File: src/rtl/fetch_stage.sv
`default_nettype none
// ============================================================================
// Module   : fetch_stage
// Purpose  : friscv instruction fetch: PC, imem request/response channel,
//            instruction buffer, decode handoff with stall and redirect flush.
//            Optional misaligned-redirect trap under FETCH_MISALIGN_TRAP_EN.
// Revision : 1.0 - initial release
// ============================================================================
module fetch_stage #(
  parameter logic [31:0] RESET_PC  = 32'h0000_0000,
  parameter int          BUF_DEPTH = 2
) (
  input  logic        clk,
  input  logic        rst_n,
  output logic        imem_req_valid,
  input  logic        imem_req_ready,
  output logic [31:0] imem_req_addr,
  input  logic        imem_rsp_valid,
  input  logic [31:0] imem_rsp_data,
  input  logic        redirect,
  input  logic [31:0] redirect_pc,
  input  logic        stall,
  output logic [31:0] ins,
  output logic [31:0] ins_pc,
  output logic        ins_valid
`ifdef FETCH_MISALIGN_TRAP_EN
  ,
  output logic        ins_misalign
`endif
);

  localparam int              c_ptr_w   = $clog2(BUF_DEPTH);
  localparam int              c_cnt_w   = $clog2(BUF_DEPTH + 1);
  localparam logic [31:0]     c_nop     = 32'h0000_0013;
  localparam logic [c_cnt_w-1:0] c_depth   = c_cnt_w'(BUF_DEPTH);
  localparam logic [c_cnt_w-1:0] c_cnt_one = c_cnt_w'(1);
  localparam logic [c_ptr_w-1:0] c_ptr_one = c_ptr_w'(1);

  logic [31:0]         r_pc;
  logic [31:0]         r_last_pc;
  logic [31:0]         r_buf_pc   [BUF_DEPTH];
  logic [31:0]         r_buf_data [BUF_DEPTH];
  logic [c_ptr_w-1:0]  r_wr_ptr;
  logic [c_ptr_w-1:0]  r_rd_ptr;
  logic [c_cnt_w-1:0]  r_count;
  logic [c_cnt_w-1:0]  r_outstanding;
  logic [c_cnt_w-1:0]  r_discard;

  logic                w_credit;
  logic                w_hs;
  logic                w_rsp;
  logic                w_drop;
  logic                w_push;
  logic                w_pop;
  logic                w_misalign;
  logic                w_redirect_misalign;
  logic [31:0]         w_redirect_pc;
  logic [31:0]         w_tag_pc;
  logic [c_cnt_w-1:0]  w_rsp_cnt;

`ifdef FETCH_MISALIGN_TRAP_EN
  logic r_misalign;

  assign w_redirect_misalign = (redirect_pc[1:0] != 2'b00);
  assign w_redirect_pc       = redirect_pc;
  assign w_misalign          = r_misalign;
  assign ins_misalign        = r_misalign;

  // Sticky until the next redirect; an aligned one clears it.
  always_ff @(posedge clk) begin
    if (!rst_n) begin
      r_misalign <= 1'b0;
    end else if (redirect) begin
      r_misalign <= w_redirect_misalign;
    end
  end
`else
  assign w_redirect_misalign = 1'b0;
  assign w_redirect_pc       = redirect_pc & 32'hFFFF_FFFC;
  assign w_misalign          = 1'b0;
`endif

  // Credit covers both buffered words and every request still in flight,
  // including those that will be discarded, so the buffer cannot overflow.
  assign w_credit       = (r_outstanding + r_count) < c_depth;
  assign imem_req_valid = rst_n && !redirect && !w_misalign && w_credit;
  assign imem_req_addr  = r_pc;
  assign w_hs           = imem_req_valid && imem_req_ready;

  assign w_rsp     = imem_rsp_valid && (r_outstanding != '0);
  assign w_rsp_cnt = c_cnt_w'(w_rsp);
  assign w_drop    = w_rsp && (r_discard != '0);
  assign w_push    = w_rsp && !w_drop && !redirect;

  assign ins_valid = (r_count != '0);
  assign w_pop     = ins_valid && !stall;

  // Live requests are contiguous and end at pc-4, so the oldest one's PC
  // follows from the outstanding count once all discards have drained.
  assign w_tag_pc = r_pc - {{(30 - c_cnt_w){1'b0}}, r_outstanding, 2'b00};

  assign ins    = ins_valid ? r_buf_data[r_rd_ptr] : c_nop;
  assign ins_pc = ins_valid ? r_buf_pc[r_rd_ptr]   : r_last_pc;

  always_ff @(posedge clk) begin
    if (!rst_n) begin
      r_pc          <= RESET_PC;
      r_wr_ptr      <= '0;
      r_rd_ptr      <= '0;
      r_count       <= '0;
      r_outstanding <= '0;
      r_discard     <= '0;
    end else if (redirect) begin
      r_pc          <= w_redirect_pc;
      r_wr_ptr      <= '0;
      r_rd_ptr      <= '0;
      r_count       <= '0;
      r_outstanding <= r_outstanding - w_rsp_cnt;
      r_discard     <= r_outstanding - w_rsp_cnt;
    end else begin
      if (w_hs) begin
        r_pc <= r_pc + 32'd4;
      end

      if (w_hs && !w_rsp) begin
        r_outstanding <= r_outstanding + c_cnt_one;
      end else if (!w_hs && w_rsp) begin
        r_outstanding <= r_outstanding - c_cnt_one;
      end

      if (w_drop) begin
        r_discard <= r_discard - c_cnt_one;
      end

      if (w_push) begin
        r_wr_ptr <= r_wr_ptr + c_ptr_one;
      end
      if (w_pop) begin
        r_rd_ptr <= r_rd_ptr + c_ptr_one;
      end

      if (w_push && !w_pop) begin
        r_count <= r_count + c_cnt_one;
      end else if (!w_push && w_pop) begin
        r_count <= r_count - c_cnt_one;
      end
    end
  end

  always_ff @(posedge clk) begin
    if (w_push) begin
      r_buf_pc[r_wr_ptr]   <= w_tag_pc;
      r_buf_data[r_wr_ptr] <= imem_rsp_data;
    end
  end

  always_ff @(posedge clk) begin
    if (!rst_n) begin
      r_last_pc <= 32'h0000_0000;
    end else if (redirect && w_redirect_misalign) begin
      r_last_pc <= redirect_pc;
    end else if (ins_valid) begin
      r_last_pc <= r_buf_pc[r_rd_ptr];
    end
  end

endmodule

`default_nettype wire

File: config.mk
export PLATFORM = sky130hd
export DESIGN_NAME = fetch_stage
export DESIGN_NICKNAME = d
export VERILOG_FILES = /design/src/rtl/fetch_stage.sv
export SDC_FILE = /design/constraint.sdc
export NUM_CORES = 1
export LEC_CHECK = 0
export CORE_ASPECT_RATIO = 2
export CORE_MARGIN = 10
export CORE_UTILIZATION = 47
export DETAILED_ROUTE_END_ITERATION = 10
export PLACE_DENSITY_LB_ADDON = 0.3
export SYNTH_ARGS = -nofsm -noshare
export SYNTH_HDL_FRONTEND = slang
export SYNTH_SLANG_ARGS = --single-unit
export TNS_END_PERCENT = 20
File: constraint.sdc
create_clock -name clk -period 4.8 [get_ports clk]
set_input_delay 0.96 -clock clk [delete_from_list [all_inputs] [get_ports clk]]
set_output_delay 0.96 -clock clk [all_outputs]
set_load 0.02 [all_outputs]
## Word level (Yosys, flattened, before mapping)

Memories as Yosys holds them, arrays and structs flattened. A register that Yosys moved wholly into a read port is not among the register bits.
Index checks and enable logic that the tools add are counted.

- Reduce and logical (&&, ||, !) cells: 27
- Bitwise gates (word level): 1
- $mul: 0
- Equal/unequal tests: 0
- Divide/modulo/power cells: 0
- Magnitude comparators: 1
- Shifts and indexed selects: 0
- Multiplexer cells: 17
- Add/sub/neg operators: 11

Operator list:

| operator | count |
|---|---|
| 2-to-1 mux 32 bit | 4 |
| adder 32 x 3 -> 32 bit, second input constant | 1 |
| subtractor 32 x 4 -> 32 bit | 1 |
| 2-to-1 mux 2 bit | 7 |
| logical AND 1 bit | 12 |
| nonzero test 2 bit | 6 |
| zero test 1 bit | 7 |
| 2-to-1 mux 1 bit | 6 |
| subtractor 2 x 1 -> 2 bit, second input constant | 3 |
| adder 2 x 1 -> 2 bit, second input constant | 2 |
| nonzero test 3 bit | 1 |
| adder 1 bit, second input constant | 2 |
| adder 2 bit | 1 |
| less-than comparator 2 bit, second input constant | 1 |
| OR reduction 2 bit | 1 |
| subtractor 2 x 1 -> 2 bit | 1 |
| NOT 1 bit | 1 |

- Register bits: 72
- Bits in writable memories: 128
- Bits in read-only memories: 0
- Output and inout port bits: 98
- Bits of input ports: 70
- Bits in latches: 0
- Memories: 2

Memories:

| name | words | width | rd ports | clocked after Yosys merged registers in | write ports | line | source |
|---|---|---|---|---|---|---|---|
| r_buf_data | 2 | 32 | 1 | 1 | 1 | 42 | `logic [31:0] r_buf_data [BUF_DEPTH];` |
| r_buf_pc | 2 | 32 | 1 | 1 | 1 | 41 | `logic [31:0] r_buf_pc [BUF_DEPTH];` |

## Depth between registers and ports, before layout

Gate-level depths: netlist (run 1).

- Word-level depth: 10
- Gate-level depth with buffers: 7
- Mapped depth without buffers: 7

## Worst setup path after synthesis (run 1)

OpenSTA, ideal clock, no wires.

- Path type: input port to flip-flop
- Start point: input port redirect
- End point: memory r_buf_data[0][0], enable pin
- Library setup time: 490 ps
- Path slack: 57 ps
- Cell stages on the path: 4
- Path buffers: 1
- Data arrival time: 4,253 ps
- Cell sequence: clkbuf_1 -> clkinv_1 -> and3_1 -> nor2b_1

- Word-level cells in the longest chain between the ends: 4

Ends and longest elaborated chain:

| what | line | source |
|---|---|---|
| start, declared | 20 | `input logic redirect,` |
| zero test 1 bit | 93 | `assign w_push = w_rsp && !w_drop && !redirect;` |
| logical AND 1 bit | 93 |  |
| named net w_push | 53 | `logic w_push;` |
| 2-to-1 mux 1 bit | 151 | `if (w_push) begin` |
| 2-to-1 mux 1 bit (not written as such) | 153 | `r_buf_data[r_wr_ptr] <= imem_rsp_data;` |
| end, declared | 42 |  |

The timed path passes the listed nets, and every way through them passes these cells.

## Worst setup path in the final report (run 1)

- Start point: input port redirect
- End point: output port imem_req_valid

- Word-level cells in the longest chain between the ends: 3

Ends and longest elaborated chain:

| what | line | source |
|---|---|---|
| zero test 1 bit | 86 | `assign imem_req_valid = rst_n && !redirect && !w_misalign && w_credit;` |
| logical AND 1 bit (2 in a row) | 86 |  |
| end, declared | 15 | `output logic imem_req_valid,` |

Every way passes these cells.

==> results of run 1 <==
[through the flow]
stage | power (mW) | setup WS [ns]
2_1_floorplan | 2.33 | 0.0574
3_5_place_dp | 2.60 | 1.10
6_report | 3.99 | 1.10
5_1_grt | 4.16 | 0.868
4_1_cts | 4.03 | 1.03
3_3_place_gp | 2.58 | 1.11
[cells by family (layout without fill, tap and decap cells)]
logic type      count (synthesis)  count (layout)
mux                            66              66
xor+xnor                       54              54
other cells                     1               2
fa+ha+maj                       7               7
simple gates                  249             249
buf+inv                        69             219
flops                         195             195
compound gates                101             101
[state kept, by name, indices dropped and copies added (netlist names), named ones only]
register and count:
r_last_pc 32, imem_req_addr 30, r_outstanding 2, r_discard 2, r_wr_ptr 1, r_rd_ptr 1
r_buf_pc 60, r_buf_data 64, r_count 2
[power by group through the flow]
stage / combinational [mW] / sequential (mW) / clock (mW)
final: 0.612 / 1.94 / 1.43
after global routing: 0.669 / 1.95 / 1.53
after CTS: 0.622 / 1.94 / 1.47
after detailed placement: 0.618 / 1.98 / 0
after global placement: 0.608 / 1.98 / 0
after floorplan: 0.355 / 1.97 / 0
[worst max-delay path, cell delays in order]
cell and delay (ns):
clkdlybuf4s50_1 0.46, buf_4 0.28, clkinv_1 0.13, nand2_1 0.27, nor2_1 0.07, clkdlybuf4s50_1 0.55
[synthesized netlist by cell type (all sizes together)]
master,number,area (µm²)
nor2,51,191
and2,35,219
o41ai,1,8.76
and4,4,35.0
o211ai,2,15.0
o221ai,1,8.76
o211a,4,40.0
o311ai,2,17.5
xor2,31,272
nand4,12,75.1
ha,6,75.1
a211oi,9,67.6
nor3,23,130
conb,1,3.75
o311a,1,10.0
buf,17,90.1
a21boi,2,15.0
or4,6,45.0
nor3b,3,22.5
or3,5,31.3
a32oi,1,8.76
o21ai,58,290
nor4,15,128
edfxtp,124,3720
a21oi,18,90.1
nand2b,3,18.8
mux2,1,11.3
clkinv,1,3.75
mux2i,65,651
or2,2,12.5
inv,14,52.6
dfxtp,71,1420
nand3,12,77.6
and3,8,50.1
o31ai,2,15.0
clkbuf,37,139
nor4b,1,8.76
nand2,60,225
fa,1,20.0
xnor2,23,201
nor2b,9,56.3
[cell type report]
class                   count  area, µm²
clock inverters            11        100
repair buffers            172       1720
clock buffers              21        514
fillers                  1461       6900
well taps                 213        267
inverters                  15       56.3
flip-flops and latches    195       5150
multi-input cells         479       3170
[final timing paths]
path	to	slack [ns]	start	cells after the start
min	r_last_pc[0]	0.48	r_last_pc[0]	1
min reg2reg	r_last_pc[0]	0.48	r_last_pc[0]	1
max reg2reg	r_buf_pc[0][29]	2.28	imem_req_addr[7]	5
max	imem_req_valid	1.10	redirect	6
[routing by layer]
layer / vias to the layer above / global-route usage
met2: 155 / 0.299
li1: 2938 / -
met1: 2771 / 0.178
met4: 0 / 0.0633
met5: - / 0
met3: 29 / 0.0404
==> impl_metrics.yaml, run 1 <==
floorplanning:
  core.rowCount: 69
  die_x_um: 116
  io_pins: 168
  dieArea_um2: 24400
  core_um2: 17900
  die_h_um: 211
  start_util: 0.480
clock_network:
  cts_buffer_depth: 2
  tritoncts: "built"
  clock_sinks: 195
  cts_buffers: 17
  post_cts_resized: 0
  cts_setup_buffers: 0
  htree_levels: 4
  clk_pin_slew_worst_paths_ns: 0.06
  clock_latency_ns: 0.42
  cts-root-buf: "clkbuf_16"
  hold_buffers: 0
critical_path:
  worst-setup-path-type: "in -> out"
  cp_max_fo: 27
  crit_path_end_kind: "primary output"
  arrival_ns: 2.74
  required_ns: 3.84
  crit_path_start_kind: "input port"
timing:
  tns_ns: 0
  whs_ns: 0.482
  slew_viol_final: 0
  fmax_mhz: 270
  min_period_over_period: 0.771
  rsz0062_at_grt: "no"
  finClkSkew_ns: 0.0124
  slew_headroom: 0.588
  period_minus_slack_ns: 3.70
  hold_violations: 0
  tightest_slew_ns: 0.619
  setup_viol: 0
yosys:
  synth.distinct_cells: 49
  synth_area_um2: 8580
  synth_top_family_by_area: "simple AND/OR/NAND/NOR gates"
  muxShareOfSynthArea: 0.0772
  synth_xor_area_frac: 0.0551
  synth_seq_cells: 195
  synth_compound_area_frac: 0.0684
  synthCells: 742
  ys_seq_area_frac: 0.600
  synthAdderAreaFrac: 0.0111
  synth_warnings: 0
  synth-simple-area-share: 0.155
  avgSynthCellArea_um2: 11.6
place:
  io_buffer_count: 163
  dp_hpwl_mm: 14.2
  dpl-instance-area_um2: 10400
  dp.cells: 1074
  gp_congestion: 0.885
final_layout:
  n_antenna_cell: 0
  mostFrequentLayoutCells: "162 x clkdlybuf4s50_1, 124 x edfxtp_1, 70 x dfxtp_1"
  design_area_um2: 11000
  nets: 957
  layout-drive-gt1-share: 0.0649
  area_growth_pct: 27.9
  final_common_cell: "clkdlybuf4s50_1"
  fin_cells: 1106
  utilization: 0.614
global_routing:
  grt_usage: 0.165
  grt_pass1_wl_mm: 31.7
  first_global_vias: 5949
  overflow: 0
  grt_max_degree: 71
  antenna_found_initial: 0
routing:
  dr.first_iter.drc_count: 285
  wl_met3_um: 986
  vias_per_cell: 5.33
  routed.top_layer: "met4"
  vias: 5893
  wl_per_cell_um: 18.0
  ant_nets: 0
  drc_errors: 0
  wl_met2_mm: 10.5
  drtPass1Iterations: 4
  wl_mm: 19.9
  met1_length_mm: 7.84
pwr:
  ir_drop_uv: 235
  comb_power_share: 0.153
  powerDensity_nw_per_um2: 363
  clkPwrFrac: 0.359
  internal_power_mw: 2.94
  switching_power_mw: 1.04
  pwr-share-seq: 0.488
  p_leak_nw: 3.73
  switching_share: 0.262
flow_run:
  maxCapViolCount: 0
outcome:
  outcome: "finished clean"
min_path:
  hp-class: "reg -> reg"
Power figures use the tool's default switching activity.
==> inputs of run 2 (changes only) <==
--- a/config.mk
+++ b/config.mk
@@ -7,7 +7,7 @@
 export LEC_CHECK = 0
 export CORE_ASPECT_RATIO = 2
 export CORE_MARGIN = 10
-export CORE_UTILIZATION = 47
+export CORE_UTILIZATION = 50
 export DETAILED_ROUTE_END_ITERATION = 10
 export PLACE_DENSITY_LB_ADDON = 0.3
 export SYNTH_ARGS = -nofsm -noshare
==> constraint.sdc (replaced) <==
create_clock -name clk -period 3.5 [get_ports clk]
set_input_delay 0.7 -clock clk [delete_from_list [all_inputs] [get_ports clk]]
set_output_delay 0.7 -clock clk [all_outputs]
set_load 0.02 [all_outputs]
==> run 2 against run 1 <==
Against the previous run: routed wire length decreased by 2.6%; die area shrank 5.2%; first-iteration DRC count is 13% higher; clock power up 31%; largest cell class unchanged.
==> impl_metrics.yaml, run 2 (synthesized netlist as in run 1, its figures left out) <==
timing:
  tns_ns: 0
  fmax_mhz: 313
  setup_viol: 0
  whs_ns: 0.483
  finClkSkew_ns: 0.0146
  slew_viol_final: 0
  layout_setup_ws_ns: 0.304
  rsz0062_at_grt: "no"
  min_period_over_period: 0.913
  tightest_slew_ns: 0.655
  hold_violations: 0
  slew_headroom: 0.560
  period_minus_slack_ns: 3.20
routing:
  drc_errors: 0
  dr.first_iter.drc_count: 321
  vias: 5947
  wl_per_cell_um: 17.4
  ant_nets: 0
  drtPass1Iterations: 4
  vias_per_cell: 5.35
  wl_mm: 19.4
critical_path:
  arrival_ns: 2.50
  crit_path_start_kind: "register"
  crit_path_end_kind: "primary output"
  cp_max_fo: 24
  rr_worst_depth: 5
  worst-setup-path-type: "reg -> out"
  r2r_start: "imem_req_addr[14]"
  rrSetupSlack_ns: 0.85
  timing.rr.end: "imem_req_addr[28]"
  required_ns: 2.80
pwr:
  p_leak_nw: 3.78
  p_total_mw: 5.39
  powerDensity_nw_per_um2: 489
  ir_drop_uv: 354
floorplanning:
  core_um2: 16800
  dieArea_um2: 23100
  die_x_um: 113
  io_pins: 168
  die_h_um: 205
  start_util: 0.509
  core.rowCount: 67
final_layout:
  top_regs: "r_buf_data (64), r_buf_pc (60), r_last_pc (32)"
  final_common_cell: "clkdlybuf4s50_1"
  n_antenna_cell: 0
  area_growth_pct: 28.7
  nets: 968
  design_area_um2: 11000
  mostFrequentLayoutCells: "162 x clkdlybuf4s50_1, 124 x edfxtp_1, 70 x dfxtp_1"
  nFillCells: 1357
  largest_reg_flops: 64
  layout-drive-gt1-share: 0.0752
  regMostFlops: "r_buf_data"
clock_network:
  cts-root-buf: "clkbuf_16"
  clk_pin_slew_worst_paths_ns: 0.06
  cts_buffer_depth: 2
  cts_setup_buffers: 0
  clock_latency_ns: 0.43
  htree_levels: 4
  post_cts_resized: 0
  cts_buffers: 17
  tritoncts: "built"
  clock_sinks: 195
  hold_buffers: 0
place:
  dpl-instance-area_um2: 10500
  place_ws_ns: 0.629
  dp_hpwl_mm: 14.5
  gp_congestion: 0.899
  io_buffer_count: 163
global_routing:
  grt_max_degree: 66
  first_global_vias: 6078
  overflow: 0
  antenna_found_initial: 0
  grt_pass1_wl_mm: 31.1
  grt_usage: 0.167
flow_run:
  maxCapViolCount: 0
min_path:
  min_to: "r_last_pc[0]"
  min_path_cells: 1
  worstHoldStart: "r_last_pc[0]"
  hp-class: "reg -> reg"
outcome:
  outcome: "finished clean"
run 2: power by group:
part | switching, mW | internal (mW) | total, mW | leakage [nW]
combinational | 0.461 | 0.394 | 0.855 | 1.78
sequential | 0.0929 | 2.57 | 2.66 | 1.71
clock | 0.847 | 1.03 | 1.87 | 0.290
run 2: worst max path at each step:
stage | cells past startpoint | start | end | slack [ns]
detailed placement | 6 | imem_rsp_valid | r_buf_pc[1][15] | 0.63
CTS | 5 | r_count[0] | ins_pc[29] | 0.21
global placement | 6 | imem_rsp_valid | r_buf_pc[1][14] | 0.65
global route | 5 | r_count[0] | ins_pc[29] | 0.13
floorplan | 4 | redirect | r_buf_data[0][0] | 0.19
finish | 5 | r_count[0] | ins_pc[29] | 0.30
run 2: area by class of cell:
type / instances / area, µm² / area share
clock buffers: 22 / 495 / 0.0449
inverters: 15 / 56.3 / 0.00510
repair buffers: 183 / 1830 / 0.166
clock inverters: 10 / 83.8 / 0.00760
well taps: 207 / 259 / 0.0235
multi-input cells: 479 / 3170 / 0.287
flip-flops and latches: 195 / 5150 / 0.467
run 2: through the flow:
step / instances / utilization
after CTS: 1111 / 0.655
after floorplan: 743 / -
after global placement: 1079 / 0.621
final: 1111 / 0.655
after detailed placement: 1079 / 0.621
after global routing: 1111 / 0.655
run 2: layer usage:
metal  vias up  wire [µm]  GRT usage
met2       173      10400      0.301
met5         -          0          0
li1       2963          -          -
met4         0        574     0.0820
met3        33       1080     0.0487
met1      2778       7360      0.172
run 2: critical path, cell delays in order, from the launching register on:
cell	delay, ns
dfxtp_1	0.39
nor2_4	0.50
buf_4	0.36
nand2_1	0.07
o21ai_0	0.09
clkdlybuf4s50_1	0.66
==> inputs of run 3 (changes only) <==
--- a/config.mk
+++ b/config.mk
@@ -9,6 +9,7 @@
 export CORE_MARGIN = 10
 export CORE_UTILIZATION = 50
 export DETAILED_ROUTE_END_ITERATION = 10
+export MAX_ROUTING_LAYER = met4
 export PLACE_DENSITY_LB_ADDON = 0.3
 export SYNTH_ARGS = -nofsm -noshare
 export SYNTH_HDL_FRONTEND = slang
==> run 3 against run 2 <==
Against the previous run: critical path depth unchanged; combinational power about the same; power about the same; final cell count unchanged; final area unchanged; clock-buffer cell count unchanged; fmax down 0.43%; register-to-register slack better by 0.02 ns; non-clock buffer count unchanged; core utilization unchanged; largest cell class unchanged; highest routed layer unchanged.
==> impl_metrics.yaml, run 3 (synthesized netlist as in run 1, its figures left out) <==
floorplanning:
  io_pins: 168
  start_util: 0.509
  dieArea_um2: 23100
  core.rowCount: 67
  core_um2: 16800
  die_h_um: 205
  die_x_um: 113
outcome:
  outcome: "finished clean"
routing:
  drc_errors: 0
  vias_per_cell: 5.34
  vias: 5935
  drtPass1Iterations: 4
  dr.first_iter.drc_count: 289
  wl_mm: 19.4
  wl_per_cell_um: 17.5
  ant_nets: 0
final_layout:
  n_antenna_cell: 0
  top_regs: "r_buf_data (64), r_buf_pc (60), r_last_pc (32)"
  area_growth_pct: 28.7
  multiInputGateArea_um2: 3170
  final_common_cell: "clkdlybuf4s50_1"
  fin_cells: 1111
  nets: 968
  nFillCells: 1357
  mostFrequentLayoutCells: "162 x clkdlybuf4s50_1, 124 x edfxtp_1, 70 x dfxtp_1"
  ff_latch_area_um2: 5150
  layout-drive-gt1-share: 0.0752
  largest_reg_flops: 64
  regMostFlops: "r_buf_data"
critical_path:
  cp_num_buf_inv: 2
  required_ns: 2.80
  arrival_ns: 2.51
  slowest_delay_ns: 0.66
  path_cells: "nor2_4 -> buf_4 -> nand2_1 -> o21ai_0 -> clkdlybuf4s50_1"
  crit_slowest_cell: "clkdlybuf4s50_1"
  cp_max_fo: 24
  crit_path_start_kind: "register"
  crit_path_end_kind: "primary output"
  path_delay_family: "buffers and inverters"
  worst-setup-path-type: "reg -> out"
clock_network:
  clock_sinks: 195
  cts_setup_buffers: 0
  cts_buffer_depth: 2
  hold_buffers: 0
  post_cts_resized: 0
  clk_pin_slew_worst_paths_ns: 0.07
  clock_latency_ns: 0.43
  tritoncts: "built"
  cts_buffers: 17
  cts-root-buf: "clkbuf_16"
  htree_levels: 4
timing:
  min_period_over_period: 0.917
  period_minus_slack_ns: 3.21
  slew_viol_final: 0
  setup_viol: 0
  tns_ns: 0
  hold_violations: 0
  tightest_slew_ns: 0.648
  finClkSkew_ns: 0.0102
  fmax_mhz: 312
  slew_headroom: 0.564
  rsz0062_at_grt: "no"
global_routing:
  antenna_found_initial: 0
  grt_usage: 0.172
  first_global_vias: 6091
  grt_max_degree: 66
  grt_pass1_wl_mm: 31.1
  overflow: 0
min_path:
  hp-class: "reg -> reg"
place:
  io_buffer_count: 163
  dp.cells: 1079
  gp_congestion: 0.914
  dp_hpwl_mm: 14.5
flow_run:
  maxCapViolCount: 0
pwr:
  ir_drop_uv: 358
  powerDensity_nw_per_um2: 489
  p_leak_nw: 3.78
## run 3: cell counts in the layout (fill, tap and decap cells not counted)
No cell type changed its count.
## run 3: final timing paths
path | end | cells past startpoint | startpoint | slack [ns]
max | ins_pc[29] | 5 | r_count[0] | 0.29
min | r_last_pc[0] | 1 | r_last_pc[0] | 0.48
max reg2reg | imem_req_addr[28] | 5 | imem_req_addr[14] | 0.87
min reg2reg | r_last_pc[0] | 1 | r_last_pc[0] | 0.48
## run 3: metal layers
metal / track usage / part of all wire / up-vias
met5: - / 0 / -
met4: 0.0820 / 0.030 / 0
met3: 0.0385 / 0.043 / 29
met2: 0.301 / 0.53 / 169
met1: 0.178 / 0.40 / 2777
li1: - / - / 2960
## run 3: metrics by stage
step	power [mW]	hold WS [ns]	setup WS, ns	instance area (µm²)	utilization
floorplan	3.19	0.444	0.194	8580	-
global placement	3.56	0.458	0.648	10500	0.621
detailed placement	3.58	0.462	0.629	10500	0.621
CTS	5.46	0.480	0.213	11000	0.655
global route	5.63	0.493	0.130	11000	0.655
finish	5.40	0.483	0.290	11000	0.655
## run 3: final cells by class
type,instances,area share
Clock buffer,22,0.0449
Clock inverter,10,0.00760
Inverter,15,0.00510
Multi-Input combinational cell,479,0.287
Sequential cell,195,0.467
Tap cell,207,0.0235
Timing Repair Buffer,183,0.166
## run 3: report_power, final
part           internal, mW  switching, mW
clock network          1.03          0.848
logic                 0.394          0.461
registers              2.57         0.0932
total                  3.99           1.40
==> patch 1: new RTL, config.mk and constraints of run 2 <==
Set the parameter `BUF_DEPTH` to 4 (it was 2).
--- a/src/rtl/fetch_stage.sv
+++ b/src/rtl/fetch_stage.sv
@@ -8,7 +8,7 @@
 // ============================================================================
 module fetch_stage #(
   parameter logic [31:0] RESET_PC  = 32'h0000_0000,
-  parameter int          BUF_DEPTH = 2
+  parameter int          BUF_DEPTH = 4
 ) (
   input  logic        clk,
   input  logic        rst_n,
Formal check against the unedited RTL: not equivalent (a bounded check fails within 4 cycles, from zero or initial values and one cycle with rst_n low).
==> patch 1 against run 2 <==
- sequential cell count rose by 130
- worst setup slack got worse by 180 ps
- sequential share of layout area is 6.4 points higher
- area after synthesis rose by 61%
- largest cell class unchanged
- final area increased by 54%
- register-to-register slack lost 190 ps
- non-clock buffer count rose by 22
- critical path type unchanged
- critical path depth decreased by 1
- wire length rose by 60%
- total power up 78%
- utilization fell by 3.7 points
==> patch 1: results (changes against run 2) <==
stage	metric	value	unit	change
status	status	complete, no violations		
worst_setup_path	Crit path arrival time	2670	ps	+170 ps
sta	Max-slew headroom	54.1	%	-1.9 points
sta	clk_skew	16.0	ps	+1.40 ps
finish	Nets	1173		+21%
global_route	Total GRT Usage	17.7	%	+0.96 points
global_route	vias in the first global route	8647		+42%
place	gp weighted congestion	0.886		-1.4%
logic_synthesis	Yosys cell types	60		+22%
worst_setup_path	Crit Path Max Fanout	39		+63%
clocking	cts bufs inserted	27		+10
hold_path	HP Class	reg2reg		
clocking	clk slew on worst S/H paths	70	ps	
logic_synthesis	Synth top cells by count	edfxtp_1 (248), dfxtp_1 (77), and2_1 (71)		
place	half-perimeter wire length after placement	21.2	mm	+46%
finish	top flop regs	r_buf_data x128, r_buf_pc x120, r_last_pc x32		
pwr	Max rail drop VDD	0.406	mV	+15%
pwr	Leakage	5.75	nW	+52%
sta	Slew Limit Fails	0		unchanged
logic_synthesis	sequential fraction of the synthesis area	65.0	%	+5.0 points
route	wirelength, routed	31.0	mm	+60%
global_route	largest net degree at the start of global routing	63		-4.5%
clocking	clock root cell	clkbuf_16		
clocking	clock latency on the worst-skew pair	540	ps	+110 ps
worst_setup_path	Startpoint Class	flop		
logic_synthesis	Post-synth EDFFs	248		+100%
logic_synthesis	top post-synthesis cells by area	edfxtp_1 (54%), dfxtp_1 (11%), mux4_2 (10%)		
clocking	H-tree depth	1		-3
global_route	first-pass GRT wire length	48.2	mm	+55%
logic_synthesis	Cells after Synth	908		+22%
global_route	antenna violations before repair	1		+1
clocking	CTS max path bufs	3		+1
route	Iteration-0 DRC Markers	460		+43%
worst_setup_path	R2R Path Start	r_outstanding[1]		
route	vias	8202		+38%
hold_path	Hold Crit Start	r_last_pc[0]		
place	worst slack, placed	303	ps	-326 ps
finish	layout cells sized above 1	18.9	%	+11 points
place	Placed Instances	1404		+30%
-- patch 1: cell count changes after synthesis, sizes merged, moves of 11 or more --
cell	delta
mux2i	-63
and2	+38
edfxtp	+124
mux4	+62
o21ai	-44
xor2	-11
mux2	+29
a31oi	+11
nor2	-24
nand2	-12
-- patch 1: metrics by stage --
stage               util [%]  instance area, um^2
finish                  61.8                17000
global route            61.8                17000
CTS                     61.7                16900
detailed placement      58.5                16000
global placement        58.5                16000
floorplan                  -                13800
-- patch 1: area by class of cell --
type / instances / share of cell area [%]
clock inverter: 14 / 0.634
inverter: 23 / 0.509
tap: 352 / 2.60
sequential: 325 / 53.0
timing repair buffer: 205 / 12.1
antenna: 1 / 0.0147
clock buffer: 35 / 4.59
multi-input combinational: 504 / 26.6
-- patch 1: per-layer routing --
layer | global-route usage [%] | routed length (um)
met1 | 19.2 | 11200
met2 | 32.9 | 17300
met3 | 3.20 | 1600
met4 | 6.72 | 925
met5 | 0 | 0
-- patch 1: power by group --
| part | internal, mW | leakage (nW) | switching (mW) |
|---|---|---|---|
| clock network | 1.66 | 0.442 | 1.34 |
| registers | 4.44 | 2.88 | 0.115 |
| logic | 0.948 | 2.42 | 1.11 |
| total | 7.05 | 5.75 | 2.56 |
-- patch 1: kinds of logic (layout without fill, tap and decap cells) --
| logic type | Yosys count | count (layout) | share of synthesized area, % |
|---|---|---|---|
| adder cells (fa/ha/maj) | 17 | 17 | 1.70 |
| AND/OR/NAND/NOR | 260 | 260 | 10.9 |
| other | 1 | 3 | 0.0271 |
| multiplexers | 94 | 94 | 12.7 |
| flip-flops | 325 | 325 | 65.0 |
| XOR/XNOR | 39 | 39 | 2.52 |
| buffers and inverters | 80 | 277 | 2.50 |
| AO/OA/AOI/OAI | 92 | 92 | 4.74 |
-- patch 1: critical path, cell delays in order (launching register included) --
cell	delay (ps)
dfxtp_2	580
buf_12	300
mux4_2	360
mux2_2	290
clkdlybuf4s50_1	570
-- patch 1: worst paths after layout --
path / slack [ps] / depth (start not counted) / to
max: 130 / 4 / ins_pc[29]
min reg2reg: 490 / 1 / r_last_pc[0]
max reg2reg: 660 / 10 / r_outstanding[2]
min: 490 / 1 / r_last_pc[0]
==> patch 2: new RTL, flow settings as in run 2 <==
Made on the original files. Build with the macro `FETCH_MISALIGN_TRAP_EN` defined.
--- a/src/rtl/fetch_stage.sv
+++ b/src/rtl/fetch_stage.sv
@@ -6,6 +6,8 @@
 //            Optional misaligned-redirect trap under FETCH_MISALIGN_TRAP_EN.
 // Revision : 1.0 - initial release
 // ============================================================================
+`define FETCH_MISALIGN_TRAP_EN
+
 module fetch_stage #(
   parameter logic [31:0] RESET_PC  = 32'h0000_0000,
   parameter int          BUF_DEPTH = 2
Check against the original RTL (old outputs only; new: ins_misalign): not equivalent (Yosys sat finds a counterexample within 4 cycles, from zero or initial values and one cycle with rst_n low).
==> patch 2 against run 2 <==
- non-clock buffer count rose by 7
- first-iteration DRC count rose by 11%
- largest cell class unchanged
- critical endpoint is now ins_pc[31]
- final area rose by 5.1%
- worst setup slack better by 22 ps
- wire length increased by 27%
- cell count rose by 9.6%
- area after synthesis grew 5.6%
- sequential cell count grew 7
- total power increased by 0.63%
- highest routed layer unchanged
- utilization decreased by 0.26 points
- sequential share of layout area is 0.73 points lower
- fmax up 0.68%
==> patch 2: results (changes against run 2) <==
stage	metric	value	unit	change
hold_path	HP Class	reg2reg		
clocking	clock root cell	clkbuf_16		
worst_setup_path	CP delay by family, top	buffers and inverters		
global_route	vias in the first global route	7044		+16%
logic_synthesis	Post-synth EDFFs	128		+3.2%
logic_synthesis	synthesized-area fraction occupied by adder cells	1.05	%	-0.059 points
place	gp weighted congestion	0.917		+2.0%
clocking	CTS max path bufs	3		+1
global_route	largest net degree at the start of global routing	55		-17%
worst_setup_path	Crit Path Max Fanout	54		+130%
worst_setup_path	Crit path arrival time	2470	ps	-30 ps
logic_synthesis	Synth top cells by count	nand2_1 (142), edfxtp_1 (128), dfxtp_1 (74)		
sta	final setup violation count	0		unchanged
worst_setup_path	slowest CP cell	clkdlybuf4s50_1		
logic_synthesis	async set-reset flop share out of synthesis	0	%	unchanged
route	Iteration-0 DRC Markers	355		+11%
logic_synthesis	mux share of post-synthesis cell area	7.32	%	-0.39 points
place	half-perimeter wire length after placement	17.4	mm	+20%
global_route	Total GRT Usage	19.7	%	+3.0 points
finish	layout cells sized above 1	6.37	%	-1.2 points
finish	top flop regs	r_buf_data x64, r_buf_pc x64		
clocking	cts bufs inserted	18		+1
finish	Antenna Cells	0		unchanged
route	Pre-antenna DRT Iters	7		+3
clocking	Post CTS Setup Buffer Count	0		unchanged
logic_synthesis	Mapped Nets	920		
worst_setup_path	slowest stage delay, CP	730	ps	+70 ps
pwr	Max rail drop VDD	0.401	mV	+13%
place	placed cell areas	0.0110	mm^2	+5.1%
pwr	Leakage	3.89	nW	+3.1%
global_route	first-pass GRT wire length	38.0	mm	+22%
global_route	antenna violations before repair	0		unchanged
logic_synthesis	Primary FF master, synth	edfxtp_1		
status	status	complete, no violations		
route	via density per instance	5.70		+6.4%
logic_synthesis	post-synthesis compound-gate area fraction	9.88	%	+3.0 points
clocking	clock latency on the worst-skew pair	480	ps	+50 ps
clocking	Post-CTS Resized	0		unchanged
sta	clk_skew	9.54	ps	-5.08 ps
clocking	clk slew on worst S/H paths	70	ps	
route	Wirelength per Cell	20.2	um	+16%
finish	Nets	1070		+11%
place	# port buffers	168		+3.1%
logic_synthesis	Synthesis Warnings	0		unchanged
logic_synthesis	Yosys cell types	60		+22%
sta	worst slew pin tran	1000	ps	+347 ps
clocking	H-tree depth	1		-3
logic_synthesis	xor and xnor area share after synthesis	4.26	%	-1.3 points
logic_synthesis	top post-synthesis cells by area	edfxtp_1 (42%), dfxtp_1 (16%), mux2i_1 (7.1%)		
logic_synthesis	sequential fraction of the synthesis area	58.8	%	-1.2 points
-- patch 2: cell count changes in the layout (fill, tap and decap cells not counted), moves of 5 or more --
cell and change:
inv_6 -5, clkdlybuf4s50_1 +6, nor2_1 +5, nor2b_1 -7
nand3_1 +5, and2_1 -32, o21ai_0 -12, nor3_1 -10
nand2_1 +82, o211ai_1 +5, a31oi_1 +6, xor2_1 -10
a21oi_1 +43
-- patch 2: routing by layer --
layer	vias up	track usage, %	share of wire (%)
met3	50	3.47	6.0
met2	256	37.6	56
met1	3319	20.2	34
met4	0	7.89	3.2
met5	-	0	0
li1	3315	-	-
-- patch 2: worst register-to-register path, stage by stage (launching register included) --
cell     delay [ps]
dfxtp_1         450
or4_4           620
or3_1           360
or3_1           600
nor3_2          230
xnor2_1         120
-- patch 2: metrics by stage --
step | power (mW) | util (%) | setup WS [ps] | instances
2_1_floorplan | 3.09 | - | 187 | 843
3_3_place_gp | 3.42 | 61.8 | 412 | 1186
3_5_place_dp | 3.44 | 61.8 | 422 | 1186
4_1_cts | 5.47 | 65.2 | 319 | 1218
5_1_grt | 5.61 | 65.2 | 163 | 1218
6_report | 5.43 | 65.2 | 326 | 1218
-- patch 2: where the power goes --
part / internal (mW) / switching (mW) / total (mW)
combinational: 0.315 / 0.387 / 0.701
clock: 1.20 / 0.838 / 2.04
sequential: 2.61 / 0.0742 / 2.69
total: 4.13 / 1.30 / 5.43
-- patch 2: cells by family after synthesis --
kind of cell	after synthesis
multiplexers	66
buffers and inverters	77
AO/OA/AOI/OAI	153
flip-flops	202
adder cells (fa/ha/maj)	7
XOR/XNOR	44
AND/OR/NAND/NOR	294
-- patch 2: final timing paths --
path / depth (start not counted) / to / slack, ps / startpoint
setup reg to reg: 5 / r_buf_pc[1][30] / 860 / imem_req_addr[11]
hold / removal: 0 / r_buf_pc[0][0] / 500 / imem_req_addr[0]
hold reg to reg: 0 / r_buf_pc[0][0] / 500 / imem_req_addr[0]
setup / recovery: 5 / ins_pc[31] / 330 / r_count[1]
-- patch 2: layout make-up --
| type | instances | area (um^2) |
|---|---|---|
| inverters | 17 | 63.8 |
| flip-flops and latches | 202 | 5330 |
| fillers | 1405 | 6180 |
| multi-input cells | 564 | 3440 |
| clock buffers | 25 | 528 |
| clock inverters | 7 | 83.8 |
| well taps | 213 | 267 |
| repair buffers | 190 | 1900 |
